===== config.mk =====
export PLATFORM = sky130hd
export DESIGN_NAME = muldiv_gen_flat
export DESIGN_NICKNAME = d
export VERILOG_FILES = /design/src/rtl/muldiv_pkg.sv /design/src/rtl/muldiv_gen_if.sv /design/src/rtl/muldiv_negate.sv /design/src/rtl/muldiv_gen.sv /design/src/flat_wrapper.sv
export SDC_FILE = /design/constraint.sdc
export NUM_CORES = 1
export LEC_CHECK = 0
export CAP_MARGIN = 40
export CORE_ASPECT_RATIO = 0.8
export CORE_MARGIN = 3
export CORE_UTILIZATION = 40
export CTS_CLUSTER_SIZE = 16
export DETAILED_ROUTE_END_ITERATION = 10
export SYNTH_ARGS = -nofsm -noshare
export SYNTH_HDL_FRONTEND = slang
export SYNTH_SLANG_ARGS = --single-unit

===== constraint.sdc =====
create_clock -name clk -period 3.9 [get_ports clk]
set_input_delay 0.78 -clock clk [delete_from_list [all_inputs] [get_ports clk]]
set_output_delay 0.78 -clock clk [all_outputs]
set_load 0.005 [all_outputs]

===== src/rtl/muldiv_pkg.sv =====
// Shared types and bench helpers for the iterative multiplier/divider.
package muldiv_pkg;

    typedef enum logic {
        MD_MUL = 1'b0,
        MD_DIV = 1'b1
    } md_op_t;

    typedef enum logic [1:0] {
        MD_IDLE = 2'd0,
        MD_ITER = 2'd1,
        MD_FIX  = 2'd2
    } md_state_t;

    // Ticks from the start tick to the done tick.
    function automatic int unsigned md_latency(md_op_t op, logic sgn, int unsigned w);
        int unsigned base;
        base = (op == MD_MUL) ? w : 2 * w;
        return base + (sgn ? 32'd1 : 32'd0);
    endfunction

endpackage


===== src/rtl/muldiv_gen_if.sv =====
// Command/result bundle between the console register decoder and muldiv_gen.
interface muldiv_gen_if #(
    parameter int W = 8
) ();
    import muldiv_pkg::*;

    logic           cpu_en;
    logic           start;
    md_op_t         op;
    logic           sgn;
    logic [2*W-1:0] a;
    logic [W-1:0]   b;
    logic           busy;
    logic           done;
    logic [2*W-1:0] res_1;
    logic [2*W-1:0] res_2;

    modport master (
        output cpu_en, start, op, sgn, a, b,
        input  busy, done, res_1, res_2
    );

    modport slave (
        input  cpu_en, start, op, sgn, a, b,
        output busy, done, res_1, res_2
    );
endinterface


===== src/rtl/muldiv_negate.sv =====
// Conditional two's-complement: passes i_val through, or negates it when i_en is set.
module muldiv_negate #(
    parameter int N = 8
) (
    input  logic         i_en,
    input  logic [N-1:0] i_val,
    output logic [N-1:0] o_val
);
    assign o_val = i_en ? ((~i_val) + N'(1)) : i_val;
endmodule


===== src/rtl/muldiv_gen.sv =====
// Iterative W x W multiply / 2W / W restoring divide, one bit per enabled tick,
// with sign handling done on magnitudes and a single fixup tick.
module muldiv_gen
    import muldiv_pkg::*;
#(
    parameter int W         = 8,
    parameter bit SIGNED_EN = 1'b1
) (
    input  logic         clk,
    input  logic         reset,
    muldiv_gen_if.slave  bus
);
    localparam int W2 = 2 * W;
    localparam int CW = $clog2(W2 + 1);

    md_state_t      r_state;
    md_state_t      w_state_next;
    md_op_t         r_op;
    logic           r_sgn;
    logic           r_neg_q;
    logic           r_neg_r;
    logic           r_div0;
    logic           r_done;
    logic [CW-1:0]  r_cnt;
    logic [W2-1:0]  r_x;
    logic [W-1:0]   r_y;
    logic [W2-1:0]  r_hi;
    logic [W2-1:0]  r_q;

    logic           w_sgn;
    logic           w_sa;
    logic           w_sb;
    logic           w_is_mul;
    logic [W2-1:0]  w_a_sel;
    logic [W2-1:0]  w_a_mag;
    logic [W2-1:0]  w_a_start;
    logic [W-1:0]   w_b_mag;
    logic           w_last;
    logic           w_finish;
    logic [W2:0]    w_rem_sh;
    logic [W2:0]    w_diff;
    logic           w_borrow;
    logic [W2-1:0]  w_prod_sum;
    logic           w_fix_hi_en;
    logic           w_fix_q_en;
    logic [W2-1:0]  w_fix_hi;
    logic [W2-1:0]  w_fix_q;

    // Operand magnitudes; the multiplicand is only the low W bits of a.
    assign w_sgn     = bus.sgn & SIGNED_EN;
    assign w_is_mul  = (bus.op == MD_MUL);
    assign w_sa      = w_sgn & (w_is_mul ? bus.a[W-1] : bus.a[W2-1]);
    assign w_sb      = w_sgn & bus.b[W-1];
    assign w_a_sel   = w_is_mul ? {{W{1'b0}}, bus.a[W-1:0]} : bus.a;
    assign w_a_start = w_is_mul ? {{W{1'b0}}, w_a_mag[W-1:0]} : w_a_mag;

    muldiv_negate #(.N(W2)) u_neg_a (.i_en(w_sa), .i_val(w_a_sel), .o_val(w_a_mag));
    muldiv_negate #(.N(W))  u_neg_b (.i_en(w_sb), .i_val(bus.b),   .o_val(w_b_mag));

    // Divide step: shift the next dividend bit into the remainder, trial-subtract.
    assign w_rem_sh   = {r_hi, r_x[W2-1]};
    assign w_diff     = w_rem_sh - {{(W + 1){1'b0}}, r_y};
    assign w_borrow   = w_diff[W2];
    assign w_prod_sum = r_hi + (r_y[0] ? r_x : '0);

    assign w_last = (r_op == MD_MUL) ? (r_cnt == CW'(W - 1)) : (r_cnt == CW'(W2 - 1));

    // A zero divisor leaves the quotient at all ones and the remainder at |a|,
    // so re-applying the dividend sign restores the raw a.
    assign w_fix_hi_en = (r_op == MD_MUL) ? r_neg_q : r_neg_r;
    assign w_fix_q_en  = (r_op == MD_DIV) & r_neg_q & ~r_div0;

    muldiv_negate #(.N(W2)) u_neg_hi (.i_en(w_fix_hi_en), .i_val(r_hi), .o_val(w_fix_hi));
    muldiv_negate #(.N(W2)) u_neg_q  (.i_en(w_fix_q_en),  .i_val(r_q),  .o_val(w_fix_q));

    // NOTE: every output of this block gets a default first so no latch is inferred.
    always_comb begin
        w_state_next = r_state;
        w_finish     = 1'b0;
        if (bus.cpu_en) begin
            if (bus.start) begin
                w_state_next = MD_ITER;
            end else begin
                case (r_state)
                    MD_ITER: begin
                        if (w_last) begin
                            if (r_sgn) begin
                                w_state_next = MD_FIX;
                            end else begin
                                w_state_next = MD_IDLE;
                                w_finish     = 1'b1;
                            end
                        end
                    end
                    MD_FIX: begin
                        w_state_next = MD_IDLE;
                        w_finish     = 1'b1;
                    end
                    default: ;
                endcase
            end
        end
    end

    // NOTE: sequential state uses non-blocking assignments so all flops update together.
    always_ff @(posedge clk) begin
        if (reset) begin
            r_state <= MD_IDLE;
        end else begin
            r_state <= w_state_next;
        end
    end

    always_ff @(posedge clk) begin
        if (reset) begin
            r_op    <= MD_MUL;
            r_sgn   <= 1'b0;
            r_neg_q <= 1'b0;
            r_neg_r <= 1'b0;
            r_div0  <= 1'b0;
            r_done  <= 1'b0;
            r_cnt   <= '0;
            r_x     <= '0;
            r_y     <= '0;
            r_hi    <= '0;
            r_q     <= '0;
        end else if (bus.cpu_en) begin
            r_done <= w_finish;
            if (bus.start) begin
                r_op    <= bus.op;
                r_sgn   <= w_sgn;
                r_neg_q <= w_sa ^ w_sb;
                r_neg_r <= w_sa;
                r_div0  <= (bus.b == '0);
                r_cnt   <= '0;
                r_x     <= w_a_start;
                r_y     <= w_b_mag;
                r_hi    <= '0;
                r_q     <= '0;
            end else begin
                case (r_state)
                    MD_ITER: begin
                        r_cnt <= r_cnt + CW'(1);
                        r_x   <= r_x << 1;
                        if (r_op == MD_MUL) begin
                            r_hi <= w_prod_sum;
                            r_y  <= r_y >> 1;
                        end else begin
                            r_hi <= w_borrow ? w_rem_sh[W2-1:0] : w_diff[W2-1:0];
                            r_q  <= {r_q[W2-2:0], ~w_borrow};
                        end
                    end
                    MD_FIX: begin
                        r_hi <= w_fix_hi;
                        r_q  <= w_fix_q;
                    end
                    default: ;
                endcase
            end
        end
    end

    assign bus.busy  = (r_state != MD_IDLE);
    assign bus.done  = r_done;
    assign bus.res_1 = r_q;
    assign bus.res_2 = r_hi;

endmodule


===== src/flat_wrapper.sv =====
// flat-port wrapper written by rule: the top's interface ports become plain ports
module muldiv_gen_flat import muldiv_pkg::*;
#(
    parameter int W         = 8,
    parameter bit SIGNED_EN = 1'b1
)
  (clk, reset, bus_cpu_en, bus_start, bus_op, bus_sgn, bus_a, bus_b, bus_busy, bus_done, bus_res_1, bus_res_2);
  muldiv_gen_if #(.W(W)) bus_i ();
  input  logic clk;
  input  logic reset;
  input wire logic [$bits(bus_i.cpu_en)-1:0] bus_cpu_en;
  input wire logic [$bits(bus_i.start)-1:0] bus_start;
  input wire logic [$bits(bus_i.op)-1:0] bus_op;
  input wire logic [$bits(bus_i.sgn)-1:0] bus_sgn;
  input wire logic [$bits(bus_i.a)-1:0] bus_a;
  input wire logic [$bits(bus_i.b)-1:0] bus_b;
  output wire logic [$bits(bus_i.busy)-1:0] bus_busy;
  output wire logic [$bits(bus_i.done)-1:0] bus_done;
  output wire logic [$bits(bus_i.res_1)-1:0] bus_res_1;
  output wire logic [$bits(bus_i.res_2)-1:0] bus_res_2;
  assign bus_i.cpu_en = bus_cpu_en;
  assign bus_i.start = bus_start;
  assign bus_i.op = bus_op;
  assign bus_i.sgn = bus_sgn;
  assign bus_i.a = bus_a;
  assign bus_i.b = bus_b;
  assign bus_busy = bus_i.busy;
  assign bus_done = bus_i.done;
  assign bus_res_1 = bus_i.res_1;
  assign bus_res_2 = bus_i.res_2;
  muldiv_gen #(.W(W), .SIGNED_EN(SIGNED_EN)) u_core (.clk(clk), .reset(reset), .bus(bus_i));
endmodule

==> results of run 1 <==
==> stage by stage <==
stage	worst slack, ps	total power [W]	std cells	hold slack, ps	utilization
floorplan	1050	0.00117	814	427	-
global placement	520	0.00134	1029	439	0.474
detailed placement	412	0.00134	1031	443	0.475
CTS	647	0.00217	1047	450	0.496
global route	265	0.00227	1047	474	0.496
finish	633	0.00216	1047	448	0.496
==> registers in the layout, indices dropped and copies added, names as in the netlist <==
name	flops
u_core.r_op	1
u_core.r_neg_r	1
u_core.bus.res_2	16
u_core.r_x	16
u_core.r_sgn	1
u_core.r_cnt	5
u_core.bus.done	1
u_core.r_neg_q	1
u_core.r_y	8
u_core.r_div0	1
u_core.r_state	2
u_core.bus.res_1	16
==> per-layer routing <==
metal,up-vias,global-route usage
met5,-,0
met1,2853,0.330
met3,29,0.0478
li1,3034,-
met4,2,0.0639
met2,219,0.336
==> worst min-delay path, cell delays in order (launching register included) <==
cell     delay [ps]
dfxtp_1         300
nand2_1          50
a21oi_1          50
==> logic make-up (layout without fill, tap and decap cells) <==
family / Yosys count / count (layout)
simple gates: 318 / 318
buf+inv: 88 / 141
mux: 13 / 13
flops: 69 / 69
xor+xnor: 41 / 41
fa+ha+maj: 34 / 34
compound gates: 251 / 251
==> how the worst min path moves through the flow <==
| stage | to | start | slack (ps) |
|---|---|---|---|
| finish | u_core.r_div0 | u_core.r_div0 | 450 |
| global route | u_core.r_div0 | u_core.r_div0 | 470 |
| CTS | u_core.r_div0 | u_core.r_div0 | 450 |
| detailed placement | u_core.r_div0 | u_core.r_div0 | 440 |
| global placement | u_core.r_div0 | u_core.r_div0 | 440 |
| floorplan | u_core.r_div0 | u_core.r_div0 | 430 |
==> report_power, final <==
group / switching [W] / leakage [nW] / internal, W
sequential: 0.0000328 / 0.560 / 0.000729
clock: 0.000328 / 0.138 / 0.000494
combinational: 0.000329 / 1.92 / 0.000245
total: 0.000690 / 2.62 / 0.00147
==> placed cells by master, fill, tap and decap left out, drive strengths merged, types with 4 or more instances in the layout <==
cell type | netlist | final
a211oi | 24 | 24
a21o | 8 | 8
a21oi | 83 | 83
a22oi | 5 | 5
a311oi | 6 | 6
a31oi | 11 | 11
and2 | 17 | 17
and3 | 5 | 5
buf | 7 | 19
clkbuf | 36 | 10
clkdlybuf4s50 | 0 | 61
clkinv | 1 | 4
dfxtp | 69 | 69
ha | 32 | 32
inv | 44 | 44
mux2i | 11 | 11
nand2 | 68 | 68
nand2b | 15 | 15
nand3 | 17 | 17
nand4 | 4 | 4
nor2 | 100 | 100
nor2b | 11 | 11
nor3 | 34 | 34
nor3b | 5 | 5
nor4 | 11 | 11
nor4b | 4 | 4
o211ai | 6 | 6
o21a | 5 | 5
o21ai | 62 | 62
o221ai | 8 | 8
o31a | 6 | 6
o31ai | 8 | 8
or3 | 10 | 10
xnor2 | 20 | 20
xor2 | 21 | 21
==> area by class of cell <==
| class | instances | area [µm²] | share of cell area |
|---|---|---|---|
| clock inverters | 6 | 63.8 | 0.00923 |
| clock buffers | 10 | 229 | 0.0331 |
| multi-input cells | 657 | 4100 | 0.593 |
| flip-flops and latches | 69 | 1380 | 0.200 |
| repair buffers | 80 | 748 | 0.108 |
| well taps | 180 | 225 | 0.0326 |
| inverters | 45 | 169 | 0.0244 |
==> out/qor.yml, run 1 <==
cts_tree: "built"
cts_num_sinks: 69
initial_core_util: 0.419
critical_path_arrival_ps: 3480
clkTransAtPathRegs_ps: 60
r2r_end: "u_core.bus.res_2[7]"
synthXorXnorAreaFrac: 0.0615
finalHoldViolCount: 0
vdd_drop_max_mv: 0.216
highest_layer: "met5"
synth.largest_area_cell: "dfxtp_1"
grt_pass1_vias: 5801
io_buffers: 63
clk_latency_ps: 350
ctsHoldBuffers: 0
clockBufferDepth: 2
slowest_stage: "xnor2_1"
synth_edf_count: 0
wl_met2_um: 7380
wl_met3_um: 1150
ys_warn_count: 0
ys_top_cells_by_area: "dfxtp_1 (24%), a21oi_1 (7.1%), ha_1 (6.9%)"
status: "complete, no violations"
critPathLaunch: "u_core.r_y[0]"
setup_tns_ps: 0
fp.coreArea_um2: 13900
crit-reg2reg-launch: "u_core.r_y[0]"
synth_compound_area_frac: 0.270
dp_hpwl_um: 13300
worstPathMaxFanout: 18
cts_buffers: 9
drt-initial-drc-count: 405
grt_antenna_before_repair: 1
grt_pass1_wl_um: 29600
synthTopCellsByCount: "nor2_1 (100), a21oi_1 (83), dfxtp_1 (69)"
worst_hold_path.num_cells: 2
skew_ps: 6.44
drv_cap: 0
postSynthCellCount: 814
synth_top_family_by_area: "simple AND/OR/NAND/NOR gates"
gp_congestion: 0.905
fmax_mhz: 306
grt_start_max_net_pins: 53
rows: 38
synthesis.nets: 878
finalMaxSlewViolations: 0
htree_levels: 3
grt_overflow_total: 0
root_buffer: "clkbuf_16"
netlist_area_um2: 5840
critPathCaptureType: "register"
fp.dieW_um: 141
drtPass1Iterations: 5
yosys.area_share.adder: 0.0755
synthToLayoutAreaGrowth_pct: 18.5
synthFlopType: "dfxtp_1"
p_leak_nw: 2.62
synthSimpleGateAreaFrac: 0.273
die_area_um2: 16100
crit_top_cell: "a211oi_1"
cellPowerDensity_nw_per_um2: 312
rsz0062_at_grt: "false"
vias: 6137
async_reset_ff_frac: 0
synth_most_common_cell: "nor2_1"
required_ps: 4110
hp-class: "register to register"
synth_area_per_cell_um2: 7.17
fin_crit_sh: 0.838
avgViaCountPerCell: 5.86
drc: 0
die-height_um: 114
critical_path_buf_inv_count: 1
muxShareOfSynthArea: 0.0227
drt-met1-wl_um: 8870
fin_nets: 926
final_area_um2: 6920
synth-seq-cells: 69
finalCriticalPeriod_ps: 3270
fill_cells: 1395
post-cts-setup-buffer-count: 0
rrSetupSlack_ps: 630
ys_types: 69
endpoint: "u_core.bus.res_2[7]"
synth_top_cell_area_share: 0.237
layout-drive-gt1-share: 0.0554
ys_seq_area_frac: 0.237
cp.depth: 11
crit_path_max_incr_delay_ps: 540
track_usage: 0.226
wire_per_inst_um: 16.9
postPlaceCellArea_um2: 6620
cts_resized: 0
ioPinCount: 64
cp-start-kind: "register"
drt.antenna.violating_nets: 0
crit_type: "register to register"
wl_um: 17700
diodes: 0
worstMarginPinSlew_ps: 725
path_delay_family: "compound AO/OA/AOI/OAI gates"
slew-limit-headroom: 0.515
path_cells: "ha_1, fa_1, nand2b_1, a211oi_1, a2111oi_4, xnor2_1, buf_4, a211oi_1, a21o_1, a21oi_1, o32ai_1"
reg2reg_depth: 11
setup_viol_count_final: 0
(Power assumes the default switching activity.)
==> run 2, diff against run 1 <==
==> constraint.sdc (replaced) <==
create_clock -name clk -period 2.81 [get_ports clk]
set_input_delay 0.562 -clock clk [delete_from_list [all_inputs] [get_ports clk]]
set_output_delay 0.562 -clock clk [all_outputs]
set_load 0.005 [all_outputs]
==> run 2 against run 1 <==
- global-route usage rose by 0.67 points
- core utilization rose by 4.7 points
- highest routed layer is now met4
- critical path type unchanged
- final area rose by 9.5%
==> out/qor.yml, run 2 (same netlist as run 1, synthesis figures left out) <==
status: "complete, no violations"
wl_um: 18600
avgViaCountPerCell: 5.77
die-height_um: 114
rsz0062_at_grt: "true"
htree_levels: 3
grt_antenna_before_repair: 0
finalCriticalPeriod_ps: 2720
fp.dieW_um: 141
drv_cap: 0
io_buffers: 63
final_cells: 1109
path_delay_family: "compound AO/OA/AOI/OAI gates"
crit_path_max_incr_delay_ps: 480
setup_tns_ps: 0
rows: 38
final_common_cell: "nor2_1"
ioPinCount: 64
p_leak_nw: 2.96
clkTransAtPathRegs_ps: 50
slowest_stage: "ha_2"
grt_start_max_net_pins: 58
grt_overflow_total: 0
dp_hpwl_um: 14100
finalHoldViolCount: 0
wire_per_inst_um: 16.8
fp.coreArea_um2: 13900
cts_num_sinks: 69
track_usage: 0.233
fin_crit_sh: 0.967
required_ps: 3070
cellPowerDensity_nw_per_um2: 416
path_cells: "inv_1, ha_2, nand2_1, o21bai_1, a2111oi_4, xnor2_1, buf_4, nor4_4, xor2_1, a21oi_1, a211oi_2"
critical_path_buf_inv_count: 2
vdd_drop_max_mv: 0.296
setup_viol_count_final: 0
drt-initial-drc-count: 496
die_area_um2: 16100
diodes: 0
power_w: 0.00315
synthToLayoutAreaGrowth_pct: 29.7
grt_pass1_vias: 6049
skew_ps: 6.00
fmax_mhz: 368
critical_path_arrival_ps: 2980
cts_tree: "built"
cp-start-kind: "register"
layout-drive-gt1-share: 0.152
layout_common_cells: "nor2_1 (99), a21oi_1 (82), buf_4 (80)"
finalMaxSlewViolations: 0
worstMarginPinSlew_ps: 657
vias: 6404
drtPass1Iterations: 5
root_buffer: "clkbuf_16"
initial_core_util: 0.419
fin_nets: 990
clockBufferDepth: 2
drt.antenna.violating_nets: 0
worstPathMaxFanout: 7
grt_pass1_wl_um: 30600
critPathCaptureType: "register"
gp_congestion: 0.942
slew-limit-headroom: 0.562
hp-class: "register to register"
clk_latency_ps: 340
postPlaceCellArea_um2: 7110
drc: 0
final_area_um2: 7570
post-place-cells: 1093
holdWs_ps: 458
crit_type: "register to register"
cts_buffers: 9
==> run 2: worst paths after layout <==
check	start	end	slack (ps)	depth (start not counted)
min reg2reg	u_core.r_sgn	u_core.r_sgn	460	2
max	u_core.r_y[7]	u_core.bus.res_2[9]	90	11
max reg2reg	u_core.r_y[7]	u_core.bus.res_2[9]	90	11
min	u_core.r_sgn	u_core.r_sgn	460	2
==> run 2: cell type report <==
cell class                      instances  area, µm²
Timing Repair Buffer                  144       1240
Fill cell                            1313       6360
Tap cell                              180        225
Clock buffer                           10        239
Clock inverter                          4       50.0
Inverter                               45        169
Sequential cell                        69       1390
Multi-Input combinational cell        657       4260
==> run 2: where the power goes <==
part	total (W)	switching [W]	leakage (nW)	internal [W]
registers	0.00105	0.0000353	0.562	0.00101
clock network	0.00112	0.000425	0.136	0.000699
logic	0.000976	0.000523	2.26	0.000453
total	0.00315	0.000984	2.96	0.00216
==> run 2: what timing repair did <==
action                     4_1_cts  5_1_grt
setup endpoints to repair        4       11
pin swaps                        1       13
setup buffers                    0        2
gates resized for setup          6       32
hold buffers                     0        0
==> run 2: routing by layer <==
layer	part of all wire	GRT usage	up-vias
met3	0.073	0.0583	22
met2	0.43	0.342	242
met5	0	0	-
li1	-	-	3150
met4	0.012	0.0529	0
met1	0.49	0.343	2990
==> run 2: stage by stage <==
step	worst slack, ps	util
final	91.5	0.543
after global routing	-55.6	0.543
after CTS	12.8	0.533
after floorplan	45.8	-
after global placement	-55.1	0.509
after detailed placement	-112	0.510
==> run 2: worst min-delay path, stage by stage (launching register included) <==
cell	delay (ps)
dfxtp_1	300
nand2_1	50
a21oi_1	50
==> run 3, diff against run 2 <==
--- a/config.mk
+++ b/config.mk
@@ -11,6 +11,7 @@
 export CORE_UTILIZATION = 40
 export CTS_CLUSTER_SIZE = 16
 export DETAILED_ROUTE_END_ITERATION = 10
+export MAX_ROUTING_LAYER = met4
 export SYNTH_ARGS = -nofsm -noshare
 export SYNTH_HDL_FRONTEND = slang
 export SYNTH_SLANG_ARGS = --single-unit
==> run 3 against run 2 <==
- first-iteration DRC count fell by 8.7%
- sequential cell count did not move
- register-to-register slack got worse by 99 ps
- the run now ends with setup timing left
- global-route usage rose by 0.23 points
- via count fell by 0.28%
- clock power rose by 4%
- routed wire length fell by 0.77%
- clock skew rose by 3.6 ps
- final area fell by 0.31%
- non-clock buffer count did not move
- combinational power rose by 1%
- core utilization fell by 0.17 points
==> out/qor.yml, run 3 (same netlist as run 1, synthesis figures left out) <==
required_ps: 3040
grt_antenna_before_repair: 0
htree_levels: 3
rows: 38
r2r_end: "u_core.bus.res_2[15]"
io_buffers: 63
drv_cap: 0
skew_ps: 9.60
multiInputGateArea_um2: 4240
seq_power_share: 0.327
violations: "setup timing"
path_delay_family: "compound AO/OA/AOI/OAI gates"
status: "finished with violations"
final_cells: 1111
hp-start: "u_core.r_neg_r"
avgViaCountPerCell: 5.75
rsz0062_at_grt: "true"
grt_overflow_total: 0
cellPowerDensity_nw_per_um2: 423
ioPinCount: 64
drc: 0
cp-start-kind: "register"
fin_crit_sh: 1.00
switchingPower_w: 0.00104
final_common_cell: "nor2_1"
finalMaxSlewViolations: 0
p_clk_frac: 0.364
crit_type: "register to register"
wire_per_inst_um: 16.6
rrSetupSlack_ps: -8
worstPathMaxFanout: 5
regArea_um2: 1390
fill_cells: 1309
post-place-cells: 1094
layout-drive-gt1-share: 0.146
slowest_stage: "a311oi_1"
fp.coreArea_um2: 13900
wl_um: 18500
ctsHoldBuffers: 0
cts_num_sinks: 69
critical_path_buf_inv_count: 2
grt_start_max_net_pins: 37
worstMarginPinSlew_ps: 559
setup_ws_ps: -7.56
vias: 6386
layout_common_cells: "nor2_1 (100), a21oi_1 (82), buf_4 (81)"
die-height_um: 114
finalCriticalPeriod_ps: 2820
grt_pass1_vias: 5800
fmax_mhz: 355
root_buffer: "clkbuf_16"
grt_pass1_wl_um: 30000
comb_power_share: 0.309
finalHoldViolCount: 0
clockBufferDepth: 2
vdd_drop_max_mv: 0.396
power_w: 0.00319
dp_hpwl_um: 14200
reg2reg_depth: 12
clk_latency_ps: 340
path_cells: "buf_4, nand2_1, inv_1, ha_1, a211oi_2, o21a_1, nor3_4, o31ai_4, nor4_1, a311oi_1, o21ai_1, a32o_1"
critical_path_arrival_ps: 3050
hp-class: "register to register"
slew-limit-headroom: 0.623
gp_congestion: 0.956
p_leak_nw: 2.98
fin_nets: 990
die_area_um2: 16100
crit-reg2reg-launch: "u_core.r_y[0]"
critPathLaunch: "u_core.r_y[0]"
diodes: 0
drtPass1Iterations: 5
drt.antenna.violating_nets: 0
cts_tree: "built"
setup_viol_count_final: 1
track_usage: 0.235
worst_hold_path.num_cells: 2
sw_frac_of_total: 0.325
cts_buffers: 9
critPathCaptureType: "register"
initial_core_util: 0.419
crit_path_max_incr_delay_ps: 370
whs_endpoint: "u_core.r_neg_r"
drt-initial-drc-count: 453
fp.dieW_um: 141
synthToLayoutAreaGrowth_pct: 29.3
p_int_w: 0.00216
clkTransAtPathRegs_ps: 60
run 3: cell type report:
type / instances / area share
tap: 180 / 0.0298
sequential: 69 / 0.184
clock buffer: 9 / 0.0298
clock inverter: 7 / 0.00978
timing repair buffer: 144 / 0.163
multi-input combinational: 657 / 0.561
inverter: 45 / 0.0224
run 3: metal layers:
layer,routed length (µm),global-route usage,vias to the layer above
met2,7780,0.333,234
li1,-,-,3159
met5,0,-,-
met4,163,0.0478,0
met1,9210,0.347,2977
met3,1330,0.0461,16
run 3: worst reg2reg max path: stages, from the launching register on:
cell      delay (ps)
dfxtp_2          340
buf_4            140
nand2_1           90
inv_1             50
ha_1             310
a211oi_2         310
o21a_1           240
nor3_4            80
o31ai_4          290
nor4_1            90
a311oi_1         370
o21ai_1          130
a32o_1           270
run 3: how the worst max path moves through the flow:
stage          cells past startpoint  slack [ps]                    to
2_1_floorplan                     12          50  u_core.bus.res_2[15]
3_3_place_gp                       9         -50        u_core.r_x[13]
3_5_place_dp                      12         -90  u_core.bus.res_2[15]
4_1_cts                           12          -1  u_core.bus.res_2[15]
5_1_grt                           12         -90  u_core.bus.res_2[15]
6_report                          12          -8  u_core.bus.res_2[15]
run 3: what timing repair did:
| action | in CTS | in global routing |
|---|---|---|
| setup endpoints to repair | 2 | 11 |
| resized for setup | 2 | 30 |
| setup buffers | 0 | 1 |
| pin swaps | 2 | 14 |
run 3: metrics by stage:
stage	worst slack [ps]	instance area (µm²)	util	setup TNS [ps]	hold slack [ps]
6_report	-7.56	7550	0.542	-7.56	468
4_1_cts	-1.47	7410	0.532	-1.47	467
2_1_floorplan	45.8	5840	-	0	427
3_5_place_dp	-93.6	7100	0.510	-219	460
5_1_grt	-94.4	7550	0.542	-163	495
3_3_place_gp	-50.2	7090	0.509	-83.3	448
run 3: power groups by stage:
stage	Combinational, W	Sequential (W)	Clock (W)
floorplan	0.000564	0.00106	0
global placement	0.000909	0.00106	0
detailed placement	0.000923	0.00106	0
CTS	0.000933	0.00104	0.00118
global route	0.00107	0.00105	0.00123
finish	0.000986	0.00104	0.00116
